--- src/rtl/shift_sequencer_if.sv ---
// Request/result bundle for shift_sequencer.
// master: the requester driving start/op/Rin/n; slave: the sequencer.
interface shift_sequencer_if;
   logic        start;
   logic [1:0]  op;
   logic [31:0] Rin;
   logic [4:0]  n;
   logic [31:0] Rx;
   logic        busy;
   logic        done;

   modport master (
      output start, op, Rin, n,
      input  Rx, busy, done
   );

   modport slave (
      input  start, op, Rin, n,
      output Rx, busy, done
   );
endinterface

--- src/rtl/shift_sequencer.sv ---
// shift_sequencer: shifts/rotates a 32-bit value by 0..31 positions.
// Default build shifts one bit per cycle (latency n+1).
// Define SHIFT_BARREL_EN to compute the whole result in one step at start
// (latency 1 for every n, SHIFT never entered).
//
// state | meaning
// IDLE  | waiting for start; op/Rin/n captured on start
// SHIFT | one-bit shift of the work register per cycle, counter counts down
// DONE  | Rx holds the fresh result, done pulses for this single cycle
module shift_sequencer (
   input  logic              clk,
   input  logic              rst,
   shift_sequencer_if.slave  bus
);

   localparam logic [1:0] OP_LSL = 2'b00;
   localparam logic [1:0] OP_LSR = 2'b01;
   localparam logic [1:0] OP_ASR = 2'b10;

   typedef enum logic [1:0] {
      IDLE  = 2'b00,
      SHIFT = 2'b01,
      DONE  = 2'b10
   } state_t;

   state_t      state_q, state_d;
   logic [31:0] work_q, work_d;
   logic [4:0]  cnt_q, cnt_d;
   logic [1:0]  op_q, op_d;
   logic [31:0] rx_q;
   logic [31:0] rx_val;
   logic        rx_load;

   function automatic logic [31:0] shift_one(input logic [1:0] kind, input logic [31:0] w);
      case (kind)
         OP_LSL:  return {w[30:0], 1'b0};
         OP_LSR:  return {1'b0, w[31:1]};
         OP_ASR:  return {w[31], w[31:1]};
         default: return {w[0], w[31:1]};
      endcase
   endfunction

`ifdef SHIFT_BARREL_EN
   function automatic logic [31:0] shift_n(input logic [1:0] kind, input logic [31:0] w,
                                           input logic [4:0] amt);
      logic [63:0] rot;
      rot = {w, w} >> amt;
      case (kind)
         OP_LSL:  return w << amt;
         OP_LSR:  return w >> amt;
         OP_ASR:  return $signed(w) >>> amt;
         default: return rot[31:0];
      endcase
   endfunction
`endif

   // Next-state, datapath updates and result-load decision.
   always_comb begin
      state_d = state_q;
      work_d  = work_q;
      cnt_d   = cnt_q;
      op_d    = op_q;
      rx_load = 1'b0;
      rx_val  = work_q;
      case (state_q)
         IDLE: begin
            if (bus.start) begin
               op_d = bus.op;
`ifdef SHIFT_BARREL_EN
               work_d  = shift_n(bus.op, bus.Rin, bus.n);
               cnt_d   = '0;
               state_d = DONE;
               rx_load = 1'b1;
               rx_val  = work_d;
`else
               work_d = bus.Rin;
               cnt_d  = bus.n;
               if (bus.n == 5'd0) begin
                  state_d = DONE;
                  rx_load = 1'b1;
                  rx_val  = bus.Rin;
               end else begin
                  state_d = SHIFT;
               end
`endif
            end
         end
         SHIFT: begin
            work_d = shift_one(op_q, work_q);
            cnt_d  = cnt_q - 5'd1;
            // Final shift happens in the cycle that sees count 1.
            if (cnt_q == 5'd1) begin
               state_d = DONE;
               rx_load = 1'b1;
               rx_val  = work_d;
            end
         end
         DONE: begin
            state_d = IDLE;
         end
         default: begin
            state_d = IDLE;
         end
      endcase
   end

   // State, work register, counter and result register.
   always_ff @(posedge clk) begin
      if (rst) begin
         state_q <= IDLE;
         work_q  <= '0;
         cnt_q   <= '0;
         op_q    <= '0;
         rx_q    <= '0;
      end else begin
         state_q <= state_d;
         work_q  <= work_d;
         cnt_q   <= cnt_d;
         op_q    <= op_d;
         if (rx_load) begin
            rx_q <= rx_val;
         end
      end
   end

   assign bus.Rx   = rx_q;
   assign bus.busy = (state_q != IDLE);
   assign bus.done = (state_q == DONE);

endmodule

--- src/flat_wrapper.sv ---
// flat-port wrapper written by rule: the top's interface ports become plain ports
module shift_sequencer_flat 
  (clk, rst, bus_start, bus_op, bus_Rin, bus_n, bus_Rx, bus_busy, bus_done);
  shift_sequencer_if bus_i ();
  input  logic clk;
  input  logic rst;
  input wire logic [$bits(bus_i.start)-1:0] bus_start;
  input wire logic [$bits(bus_i.op)-1:0] bus_op;
  input wire logic [$bits(bus_i.Rin)-1:0] bus_Rin;
  input wire logic [$bits(bus_i.n)-1:0] bus_n;
  output wire logic [$bits(bus_i.Rx)-1:0] bus_Rx;
  output wire logic [$bits(bus_i.busy)-1:0] bus_busy;
  output wire logic [$bits(bus_i.done)-1:0] bus_done;
  assign bus_i.start = bus_start;
  assign bus_i.op = bus_op;
  assign bus_i.Rin = bus_Rin;
  assign bus_i.n = bus_n;
  assign bus_Rx = bus_i.Rx;
  assign bus_busy = bus_i.busy;
  assign bus_done = bus_i.done;
  shift_sequencer u_core (.clk(clk), .rst(rst), .bus(bus_i));
endmodule
--- config.mk ---
export PLATFORM = sky130hd
export DESIGN_NAME = shift_sequencer_flat
export DESIGN_NICKNAME = d
export VERILOG_FILES = /design/src/rtl/shift_sequencer_if.sv /design/src/rtl/shift_sequencer.sv /design/src/flat_wrapper.sv
export SDC_FILE = /design/constraint.sdc
export NUM_CORES = 1
export LEC_CHECK = 0
export BUFFER_PORTS_ARGS = -buffer_cell sky130_fd_sc_hd__buf_2
export CAP_MARGIN = 20
export CORE_MARGIN = 10
export CORE_UTILIZATION = 55
export CTS_CLUSTER_SIZE = 20
export DETAILED_ROUTE_END_ITERATION = 16
export HOLD_SLACK_MARGIN = 0.15
export PLACE_DENSITY = 0.91
export SYNTH_ARGS = -nofsm -noshare
export SYNTH_HDL_FRONTEND = slang
export SYNTH_SLANG_ARGS = --single-unit
--- constraint.sdc ---
create_clock -name clk -period 2 [get_ports clk]
set_input_delay 0.2 -clock clk [delete_from_list [all_inputs] [get_ports clk]]
set_output_delay 0.2 -clock clk [all_outputs]
set_load 0.01 [all_outputs]
==> metrics.csv <==
metric,value,unit
status,finished clean,
TritonCTS Sinks,73,
Max-cap violations,0,
slowest CP cell,or4b_4,
register area,1460,um2
Die W,103,um
Avg Inst Size Synth,9.34,um2
Max Clk Rate,577,MHz
CTS buffer count,9,
Int Pwr,2.70,mW
clk_lat worst skew,360,ps
share of cells above drive strength 1,0.309,
GR met3 Demand/Resource,0.0670,
Top Ports,76,
Fin. Hold Viols,0,
Crit Path Max Fanout,13,
commonest cells in the netlist,"dfxtp_1, nand3_1, mux2i_1",
Yosys top cell area share,0.389,
Cells after DPL,538,
DR WL/cell,19.1,um
"count leader, synth",dfxtp_1,
critical path capture point type,flop,
PD cells,805,nW/um2
Logic pwr share,0.180,
Rows,30,
met1 Resource Use GR,0.232,
final antenna diode count,0,
post-synthesis sequential area ratio,0.389,
Final period util,0.866,
initial antenna violation count,0,
Mapped Cells,402,
hold crit path type,in -> reg,
Layout Nets,528,
die area,10500,um2
Worst EP required,2290,ps
Yosys warnings,0,
fraction of synthesis flops using an asynchronous set or reset pin,0,
Yosys top cell by area,dfxtp_1,
Worst Setup Start Kind,flop,
final setup fails,0,
mapped cell area,3750,um2
CTS H-tree depth,3,
switch share,0.268,
overall power,3.69,mW
# hold bufs at CTS,14,
crit path buf inv count,2,
Leak,1.78,nW
Post-CTS Repair Setup Buffers,0,
TritonRoute pass-1 iters,5,
Worst slew margin,0.603,
crit path from,u_core.cnt_q[1],
syn_nets,446,
GRT overflow,0,
"CTS clk-pin slew, worst paths",80,ps
vias in the first global route,3565,
M2 GR Usage,0.359,
clock power share,0.383,
core area,6720,um2
unrepaired setup endpoints after global routing,false,
Initial Util,0.559,
I/O Buffers,75,
#FFs+latches synth,73,
largest net degree at the start of global routing,42,
Routed Antenna Nets,0,
cell family with most CP delay,simple AND/OR/NAND/NOR gates,
Switch Pwr,990,uW
Worst EP arrival,2020,ps
post-synthesis cell type count,47,
Multi-input gate area,2090,um2
CTS max path bufs,2,
Detailed Route WL,10.9,mm
Die Span Y,103,um
"EDFF count, synth",0,
Initial DRC Count,312,
"top cells by area, synth","dfxtp_1, mux2i_1, nand3_1, a22oi_1, mux2_2",
TritonCTS clock tree,yes,
DR vias,3541,
worst hold start,bus_Rin[22],
first-pass GRT wire length,17.3,mm
GP Congestion,0.828,
Total GRT Usage,0.204,
post-CTS sizing,0,
final slew viol count,0,
peak supply drop,495,uV
setup_tns,0,ps
DRC violations left,0,
register share of total power,0.436,
GR peak layer,met2,
critical setup path kind,reg -> reg,
CP cell instances,inv_1 > ha_1 > or4b_4 > nor2_4 > buf_4 > a22oi_1 > a21oi_1,
layout filler cell count,525,
Root Driver,clkbuf_8,
Tmin final,1730,ps
Avg Vias per Cell,6.22,
clk_skew,9.04,ps
slowest cell delay on critical path,490,ps
slew of the pin with the lowest slew margin,596,ps
Final HPWL DP,7.53,mm
Layout area overhead,22.0,%
Final Non-Filler Cells,569,
ys flop type,dfxtp_1,
launch point of the worst reg-to-reg path,u_core.cnt_q[1],
## tightest hold or removal path, stage by stage
cell and delay, ps:
buf_2 110, nand3_1 70, a31oi_1 80
## power by group through the flow
stage	Sequential, mW	Clock, mW	Combinational, mW
floorplan	1.62	0	0.449
global placement	1.63	0	0.605
detailed placement	1.64	0	0.632
CTS	1.61	1.41	0.657
global route	1.62	1.48	0.719
finish	1.61	1.41	0.666
## kinds of logic (layout without fill, tap and decap cells)
family / after synthesis / after routing / share of synthesized area
buf+inv: 41 / 128 / 0.0563
mux: 48 / 48 / 0.133
flops: 73 / 73 / 0.389
simple gates: 110 / 110 / 0.169
fa+ha+maj: 2 / 2 / 0.00666
compound gates: 128 / 128 / 0.246
## layer usage
metal	vias up	share of wire
met5	-	0
met4	0	0.013
met3	13	0.085
met2	159	0.50
met1	1711	0.40
li1	1658	-
## cells in the final DEF (no fill, tap or decap), drive strengths merged, types with 3 or more instances in the layout
master	n
buf	93
dfxtp	73
nand3	40
a21oi	34
mux2i	32
a22oi	32
nor2	23
o21ai	19
mux2	16
nand3b	15
o21a	15
dlygate4sd3	15
a2bb2oi	10
clkbuf	10
nand2b	9
a31oi	8
nand2	5
inv	4
nor3b	4
clkinv	3
bufinv	3
nor3	3
## path summary, 6_finish.rpt
kind | to | slack (ps) | cells after the start
setup / recovery | u_core.bus.Rx[27] | 270 | 7
setup reg to reg | u_core.bus.Rx[27] | 270 | 7
hold reg to reg | u_core.bus.Rx[1] | 470 | 2
hold / removal | u_core.bus.Rx[22] | 150 | 3
## cell type report
type,instances,area share
clock buffers,10,0.0300
clock inverters,6,0.0229
repair buffers,108,0.147
multi-input cells,288,0.456
inverters,4,0.00328
flip-flops and latches,73,0.319
well taps,80,0.0219
## state kept, by name (all words and copies together), names as in the netlist
signal / flops
u_core.bus.Rx: 32
u_core.cnt_q: 5
u_core.op_q: 2
u_core.state_q: 2
u_core.work_q: 32
## metrics by stage
| step | cell area (um2) | util | setup slack [ps] | hold WS [ps] |
|---|---|---|---|---|
| CTS | 4570 | 0.680 | 281 | 151 |
| global route | 4580 | 0.682 | 148 | 160 |
| detailed placement | 4190 | 0.623 | 307 | 451 |
| finish | 4580 | 0.682 | 268 | 147 |
| global placement | 4190 | 0.623 | 373 | 435 |
| floorplan | 3750 | - | 396 | 336 |
Power figures use the tool's default switching activity.
